$ cat src/rtl/sync_fifo_param.sv
// Single-clock FIFO with arbitrary depth, occupancy count, and registered threshold flags.
// Optional sticky overflow/underflow flags when SYNC_FIFO_PARAM_ERR_FLAGS_EN is defined.
module sync_fifo_param #(
  parameter int unsigned WIDTH    = 32,
  parameter int unsigned DEPTH    = 45,
  parameter int unsigned AF_LEVEL = DEPTH - 2,
  parameter int unsigned AE_LEVEL = 2
) (
  input  logic                         clk,
  input  logic                         resetn,
  input  logic                         write_enable,
  input  logic [WIDTH-1:0]             write_data,
  input  logic                         read_enable,
  output logic [WIDTH-1:0]             read_data,
  output logic                         full_flag,
  output logic                         empty_flag,
  output logic                         almost_full_flag,
  output logic                         almost_empty_flag,
`ifdef SYNC_FIFO_PARAM_ERR_FLAGS_EN
  input  logic                         err_clear,
  output logic                         overflow_flag,
  output logic                         underflow_flag,
`endif
  output logic [$clog2(DEPTH+1)-1:0]   fill_count
);

  localparam int unsigned PtrW = $clog2(DEPTH);
  localparam int unsigned CntW = $clog2(DEPTH + 1);

  logic [WIDTH-1:0] mem_q [DEPTH];

  logic [PtrW-1:0]  wptr_q, wptr_d;
  logic [PtrW-1:0]  rptr_q, rptr_d;
  logic [CntW-1:0]  count_q, count_d;
  logic [WIDTH-1:0] rdata_q, rdata_d;
  logic             full_q, empty_q, afull_q, aempty_q;
  logic             wr_ok, rd_ok;

  // Explicit wrap so a non-power-of-2 depth never indexes past the last entry.
  function automatic logic [PtrW-1:0] next_ptr(input logic [PtrW-1:0] ptr);
    if (ptr == PtrW'(DEPTH - 1)) begin
      return '0;
    end
    return ptr + PtrW'(1);
  endfunction

  assign wr_ok = write_enable & ~full_q;
  assign rd_ok = read_enable & ~empty_q;

  always_comb begin
    wptr_d  = wptr_q;
    rptr_d  = rptr_q;
    count_d = count_q;
    rdata_d = rdata_q;
    if (wr_ok) begin
      wptr_d = next_ptr(wptr_q);
    end
    if (rd_ok) begin
      rptr_d  = next_ptr(rptr_q);
      rdata_d = mem_q[rptr_q];
    end
    if (wr_ok && !rd_ok) begin
      count_d = count_q + CntW'(1);
    end else if (rd_ok && !wr_ok) begin
      count_d = count_q - CntW'(1);
    end
  end

  // Flags are derived from the next count so they line up with fill_count.
  always_ff @(posedge clk or negedge resetn) begin
    if (!resetn) begin
      wptr_q   <= '0;
      rptr_q   <= '0;
      count_q  <= '0;
      rdata_q  <= '0;
      full_q   <= 1'b0;
      empty_q  <= 1'b1;
      afull_q  <= 1'b0;
      aempty_q <= 1'b1;
    end else begin
      wptr_q   <= wptr_d;
      rptr_q   <= rptr_d;
      count_q  <= count_d;
      rdata_q  <= rdata_d;
      full_q   <= (count_d == CntW'(DEPTH));
      empty_q  <= (count_d == '0);
      afull_q  <= (count_d >= CntW'(AF_LEVEL));
      aempty_q <= (count_d <= CntW'(AE_LEVEL));
    end
  end

  always_ff @(posedge clk) begin
    if (wr_ok) begin
      mem_q[wptr_q] <= write_data;
    end
  end

  assign read_data         = rdata_q;
  assign full_flag         = full_q;
  assign empty_flag        = empty_q;
  assign almost_full_flag  = afull_q;
  assign almost_empty_flag = aempty_q;
  assign fill_count        = count_q;

`ifdef SYNC_FIFO_PARAM_ERR_FLAGS_EN
  logic ovf_q, ovf_d;
  logic udf_q, udf_d;

  // A new error event in the clear cycle wins over the clear.
  always_comb begin
    ovf_d = err_clear ? 1'b0 : ovf_q;
    udf_d = err_clear ? 1'b0 : udf_q;
    if (write_enable && full_q) begin
      ovf_d = 1'b1;
    end
    if (read_enable && empty_q) begin
      udf_d = 1'b1;
    end
  end

  always_ff @(posedge clk or negedge resetn) begin
    if (!resetn) begin
      ovf_q <= 1'b0;
      udf_q <= 1'b0;
    end else begin
      ovf_q <= ovf_d;
      udf_q <= udf_d;
    end
  end

  assign overflow_flag  = ovf_q;
  assign underflow_flag = udf_q;
`endif

endmodule

$ cat config.mk
export PLATFORM = sky130hd
export DESIGN_NAME = sync_fifo_param
export DESIGN_NICKNAME = d
export VERILOG_FILES = /design/src/rtl/sync_fifo_param.sv
export SDC_FILE = /design/constraint.sdc
export NUM_CORES = 1
export LEC_CHECK = 0
export BUFFER_PORTS_ARGS = -buffer_cell sky130_fd_sc_hd__buf_2
export CELL_PAD_IN_SITES_DETAIL_PLACEMENT = 0
export CELL_PAD_IN_SITES_GLOBAL_PLACEMENT = 1
export CORE_MARGIN = 2
export CORE_UTILIZATION = 55
export DETAILED_ROUTE_END_ITERATION = 8
export PLACE_DENSITY_LB_ADDON = 0.1
export SYNTH_ARGS = -nofsm -noshare
export SYNTH_HDL_FRONTEND = slang
export SYNTH_SLANG_ARGS = --single-unit
$ cat constraint.sdc
create_clock -name clk -period 3.55 [get_ports clk]
set_clock_uncertainty 0.05 [all_clocks]
set_input_delay 0.1775 -clock clk [delete_from_list [all_inputs] [get_ports clk]]
set_output_delay 0.1775 -clock clk [all_outputs]
set_load 0.05 [all_outputs]
-- After elaboration in Yosys (flattened, before gate mapping)
Memories as Yosys holds them, arrays and structs flattened. A register that Yosys moved wholly into a read port is not among the register bits.
Index checks and enable logic that the tools add are counted.
- reduce and logical (&&, ||, !) cells: 6
- $lt $le $gt $ge: 2
- bitwise logic cells: 4
- add/subtract/negate cells: 4
- multiplexer cells: 12
- equal/unequal tests: 3
- operators with widths (operator ; count):
    6-bit two-way mux ; 6
    6-bit by 1-bit adder with 6-bit output (second input constant) ; 3
    6-bit == test (second input constant) ; 3
    6-bit greater-or-equal comparator (second input constant) ; 1
    6-bit by 2-bit less-or-equal comparator with 1-bit output (second input constant) ; 1
    6-bit logical NOT ; 1
    1-bit two-way mux ; 6
    6-bit by 1-bit subtractor with 6-bit output (second input constant) ; 1
    1-bit logical NOT ; 3
    1-bit bitwise AND ; 2
    1-bit logical AND ; 2
    1-bit inverter ; 2
- bits in writable memories: 1440
- input bits: 36
- memories: 1
- bits in registers: 22
- memories (name ; depth ; bits a word ; rd ports ; clocked after memory_dff ; wr ports ; RTL line ; text):
    mem_q ; 45 ; 32 ; 1 ; 1 ; 1 ; 30 ; logic [WIDTH-1:0] mem_q [DEPTH];

-- Depth between registers and ports, before layout
- depth after elaboration: 7
- gate-level depth with buffers: 10
- gate-level depth less buffers: 8

-- Worst setup path after synthesis
OpenSTA, ideal clock, no wires.
- path type: register -> register
- start point: reg full_q (netlist: full_flag)
- end point: mem mem_q[15][0] (enable)
- arrival: 2790 ps
- path slack: 288 ps
- setup time: 421 ps
- stages on the path, launching flop included: 5
- cells stage by stage: dfrtp_1 -> nor2b_1 -> clkbuf_1 -> nand4_1 -> nor2_1
- word-level cells in the longest chain between the ends: 4
- ends and longest elaborated chain (what ; RTL line ; text):
    start: declaration ; 36 ; logic full_q, empty_q, afull_q, aempty_q;
    start signal: assignment ; 85 ; full_q <= (count_d == CntW'(DEPTH));
    1-bit inverter ; 47 ; assign wr_ok = write_enable & ~full_q;
    1-bit bitwise AND ; 47 ;
    1-bit two-way mux ; 93 ; if (wr_ok) begin
    1-bit two-way mux (implied by the code) ; 94 ; mem_q[wptr_q] <= write_data;
    end: declaration ; 30 ;
No other way between the ends.

-- Final worst setup path
- start point: reg full_q (netlist: full_flag)
- end point: mem mem_q[26][7] (enable)
Same word-level chain as after synthesis.

==> flow_summary.ini <==
[finish]
drive_gt1_share_pct = 25.39
final_cell_mix = edfxtp_1 (1,440), mux4_2 (288), mux2i_1 (169)
post-route-util_pct = 63.29
multi_input_area_um2 = 12060
area_growth_syn_to_layout_pct = 14.41
fin_cells = 4433
final-seq-area_um2 = 44610
final_nets = 2972
n_fill_cell = 6951
final_common_cell = edfxtp_1

[worst_hold_path]
min_path_type = primary input to flop

[global_route]
grt_pass1_vias = 29500
antenna_found_initial = 7
grt_max_degree = 73
grt_overflow = 0
grt_usage_pct = 29.72
grt_pass1_wl_um = 220200

[run_status]
status = complete, no violations

[worst_setup_path]
critPathRequiredTime_ns = 3.92
crit_path_end_kind = flop
worstSetupPathType = flop to flop
start_kind = flop
path_delay_family = simple AND/OR/NAND/NOR gates
cp.arrival_ns = 3.27
crit_buf_inv = 1
crit_chain = nand2b_1 > nor2_1 > nand2_1 > nor2_4 > buf_4
path_max_fanout = 13
cp_slowest_cell = nor2_4
slowest_delay_ns = 0.70

[synthesis]
syn-num-nets = 2722
ys_seq_area_share_pct = 78.11
synth_warnings = 0
ys.flop_type = edfxtp_1
async_reset_ff_share_pct = 3.614
ys_ff_latch = 1494
synth_edf_count = 1440
syn_inst = 2680
syn_area_um2 = 57090
avgSynthCellArea_um2 = 21.30
synth_cell_types = 53

[route]
drc = 0
wire_per_inst_um = 35.12
detail-route-antenna-nets = 0
drtIter0Drc = 3712
vias = 29450
avgViaCountPerCell = 6.644
finalWirelength_um = 155700
firstDrtPassIters = 6

[timing]
maxSlewHeadroom_pct = 13.13
final_max_slew_viol_count = 0
max_freq_ghz = 0.3456
fin_crit_ns = 2.894
fin_setup_tns_ns = 0
rsz0062_at_grt = no
setup_viol = 0
tightestPinTransition_ns = 1.300
min_period_over_period_pct = 81.51
hold_viol_final = 0

[clock_tree]
cts_setup_buffers = 0
clkLatencyLatePin_ns = 0.77
clkSinkCount = 1494
cts_buffers = 152
htreeDepth = 4
clock-root-buffer = clkbuf_16
clk_pin_slew_ns = 0.06
cts_buffer_depth = 3
cts_tree = built

[pwr]
power_switching_mw = 15.61
clkPwrFrac_pct = 30.2
cell_internal_pwr_mw = 34.38
p_per_area_nw_per_um2 = 765.4
p_sw_share_pct = 31.23
p_leak_nw = 20.87
power_frac_comb_pct = 27.4
peakVddDrop_v = 0.0005363
power_frac_seq_pct = 42.4

[die]
die-height_um = 326.2
dieArea_um2 = 106400
fp-row-count = 118
io_pins = 78
initial_utilization_pct = 55.32
core-area_um2 = 103200
die_x_um = 326.2

[placed_design]
dpl.hpwl_um = 87290
gp_routability_congestion = 0.7992
place_inst = 4126
numPortBuffers = 77

[run]
drv_cap = 0
[metrics by stage]
step / total power, mW / hold WS, ns / instance area [um2] / setup slack (ns)
2_1_floorplan: 30.36 / -0.1681 / 57090 / 0.2884
3_3_place_gp: 35.07 / 0.3926 / 60340 / 0.6221
3_5_place_dp: 35.24 / 0.3903 / 60340 / 0.6178
4_1_cts: 50.25 / 0.005831 / 65320 / 0.6367
5_1_grt: 51.64 / 0.04455 / 65320 / 0.5368
6_report: 49.99 / 0.02343 / 65320 / 0.6563
[cells in the mapped netlist, types with 2 or more instances]
cell / number / area [um2]
ha_1: 6 / 75.07
nor3_1: 10 / 50.05
buf_6: 8 / 90.09
nor2b_1: 30 / 187.7
mux4_2: 288 / 6486
a2111oi_0: 6 / 52.55
o221ai_1: 29 / 254.0
dfrtp_1: 52 / 1301
mux2i_1: 169 / 1692
nand3b_1: 4 / 30.03
nor2_1: 70 / 262.8
a211oi_1: 82 / 615.6
nand4_1: 4 / 25.02
a31oi_1: 7 / 43.79
clkbuf_1: 72 / 270.3
a221oi_1: 6 / 52.55
a22oi_1: 38 / 285.3
xor2_1: 5 / 43.79
dfstp_2: 2 / 52.55
or3_1: 2 / 12.51
nand2b_1: 5 / 31.28
o21ai_1: 6 / 30.03
buf_4: 24 / 180.2
nand2_1: 67 / 251.5
a21o_1: 2 / 15.01
or4_1: 2 / 15.01
o22ai_1: 39 / 244.0
or3b_2: 2 / 17.52
o21ai_0: 22 / 110.1
o211ai_1: 2 / 15.01
o31ai_1: 2 / 15.01
inv_1: 6 / 22.52
xnor2_1: 3 / 26.28
a221o_1: 23 / 230.2
nand3_1: 16 / 80.08
buf_1: 10 / 37.54
a21oi_1: 63 / 315.3
a2111oi_2: 2 / 30.03
edfxtp_1: 1440 / 43240
buf_2: 39 / 195.2
nor4_1: 3 / 18.77
[area by class of cell]
class                   count  share of cell area [%]
well taps                1380                   2.643
diodes                      1                0.003831
inverters                   7                 0.04023
clock buffers             200                   6.193
repair buffers            249                   3.394
clock inverters            76                  0.9712
flip-flops and latches   1494                   68.30
multi-input cells        1026                   18.46
[metal layers]
layer | part of all wire (%) | global-route usage [%]
met5 | 0.057 | 0
met1 | 41 | 43.39
met4 | 2.6 | 8.966
met3 | 8.5 | 5.219
met2 | 48 | 46.66
[repair_timing]
| action | CTS | global route |
|---|---|---|
| gates resized for setup | 0 | 0 |
| hold buffers | 30 | 0 |
| endpoints found under the hold margin | 1221 | 0 |
[worst register-to-register path, stage by stage (launching register included)]
cell and delay (ns):
dfrtp_1 0.38, nand2b_1 0.23, nor2_1 0.29, nand2_1 0.45, nor2_4 0.71, buf_4 0.41
[cell families (layout without fill, tap and decap cells)]
logic type / count (synthesis) / count (layout) / share of synthesized area (%)
adder cells (fa/ha/maj): 6 / 6 / 0.1315
flip-flops: 1494 / 1494 / 78.11
AND/OR/NAND/NOR: 222 / 222 / 1.806
XOR/XNOR: 8 / 8 / 0.1227
buffers and inverters: 160 / 532 / 1.400
AO/OA/AOI/OAI: 333 / 333 / 4.103
multiplexers: 457 / 457 / 14.32
other: 0 / 1 / 0
[power by group through the flow]
stage	sequential (mW)	clock, mW	combinational [mW]
4_1_cts	21.2	15.3	13.8
6_report	21.2	15.1	13.7
3_3_place_gp	21.5	0	13.6
5_1_grt	21.3	15.9	14.4
2_1_floorplan	21.8	0	8.59
3_5_place_dp	21.5	0	13.7
[flip-flops by register name, indices dropped and copies added, names as in the netlist]
| name | count |
|---|---|
| almost_empty_flag | 1 |
| almost_full_flag | 1 |
| empty_flag | 1 |
| fill_count | 6 |
| full_flag | 1 |
| mem_q | 1440 |
| read_data | 32 |
| rptr_q | 6 |
| wptr_q | 6 |
[path summary, 6_finish.rpt]
check / to / slack [ns] / start / cells past startpoint
min in group asynchronous: wptr_q[3] / 0.14 / resetn / 2
hold reg to reg: fill_count[5] / 0.49 / fill_count[5] / 1
setup reg to reg: mem_q[26][7] / 0.66 / full_flag / 5
setup / recovery: mem_q[26][7] / 0.66 / full_flag / 5
hold / removal: mem_q[19][20] / 0.02 / write_data[20] / 1
max in group asynchronous: rptr_q[1] / 2.46 / resetn / 2
(Power assumes the default switching activity.)
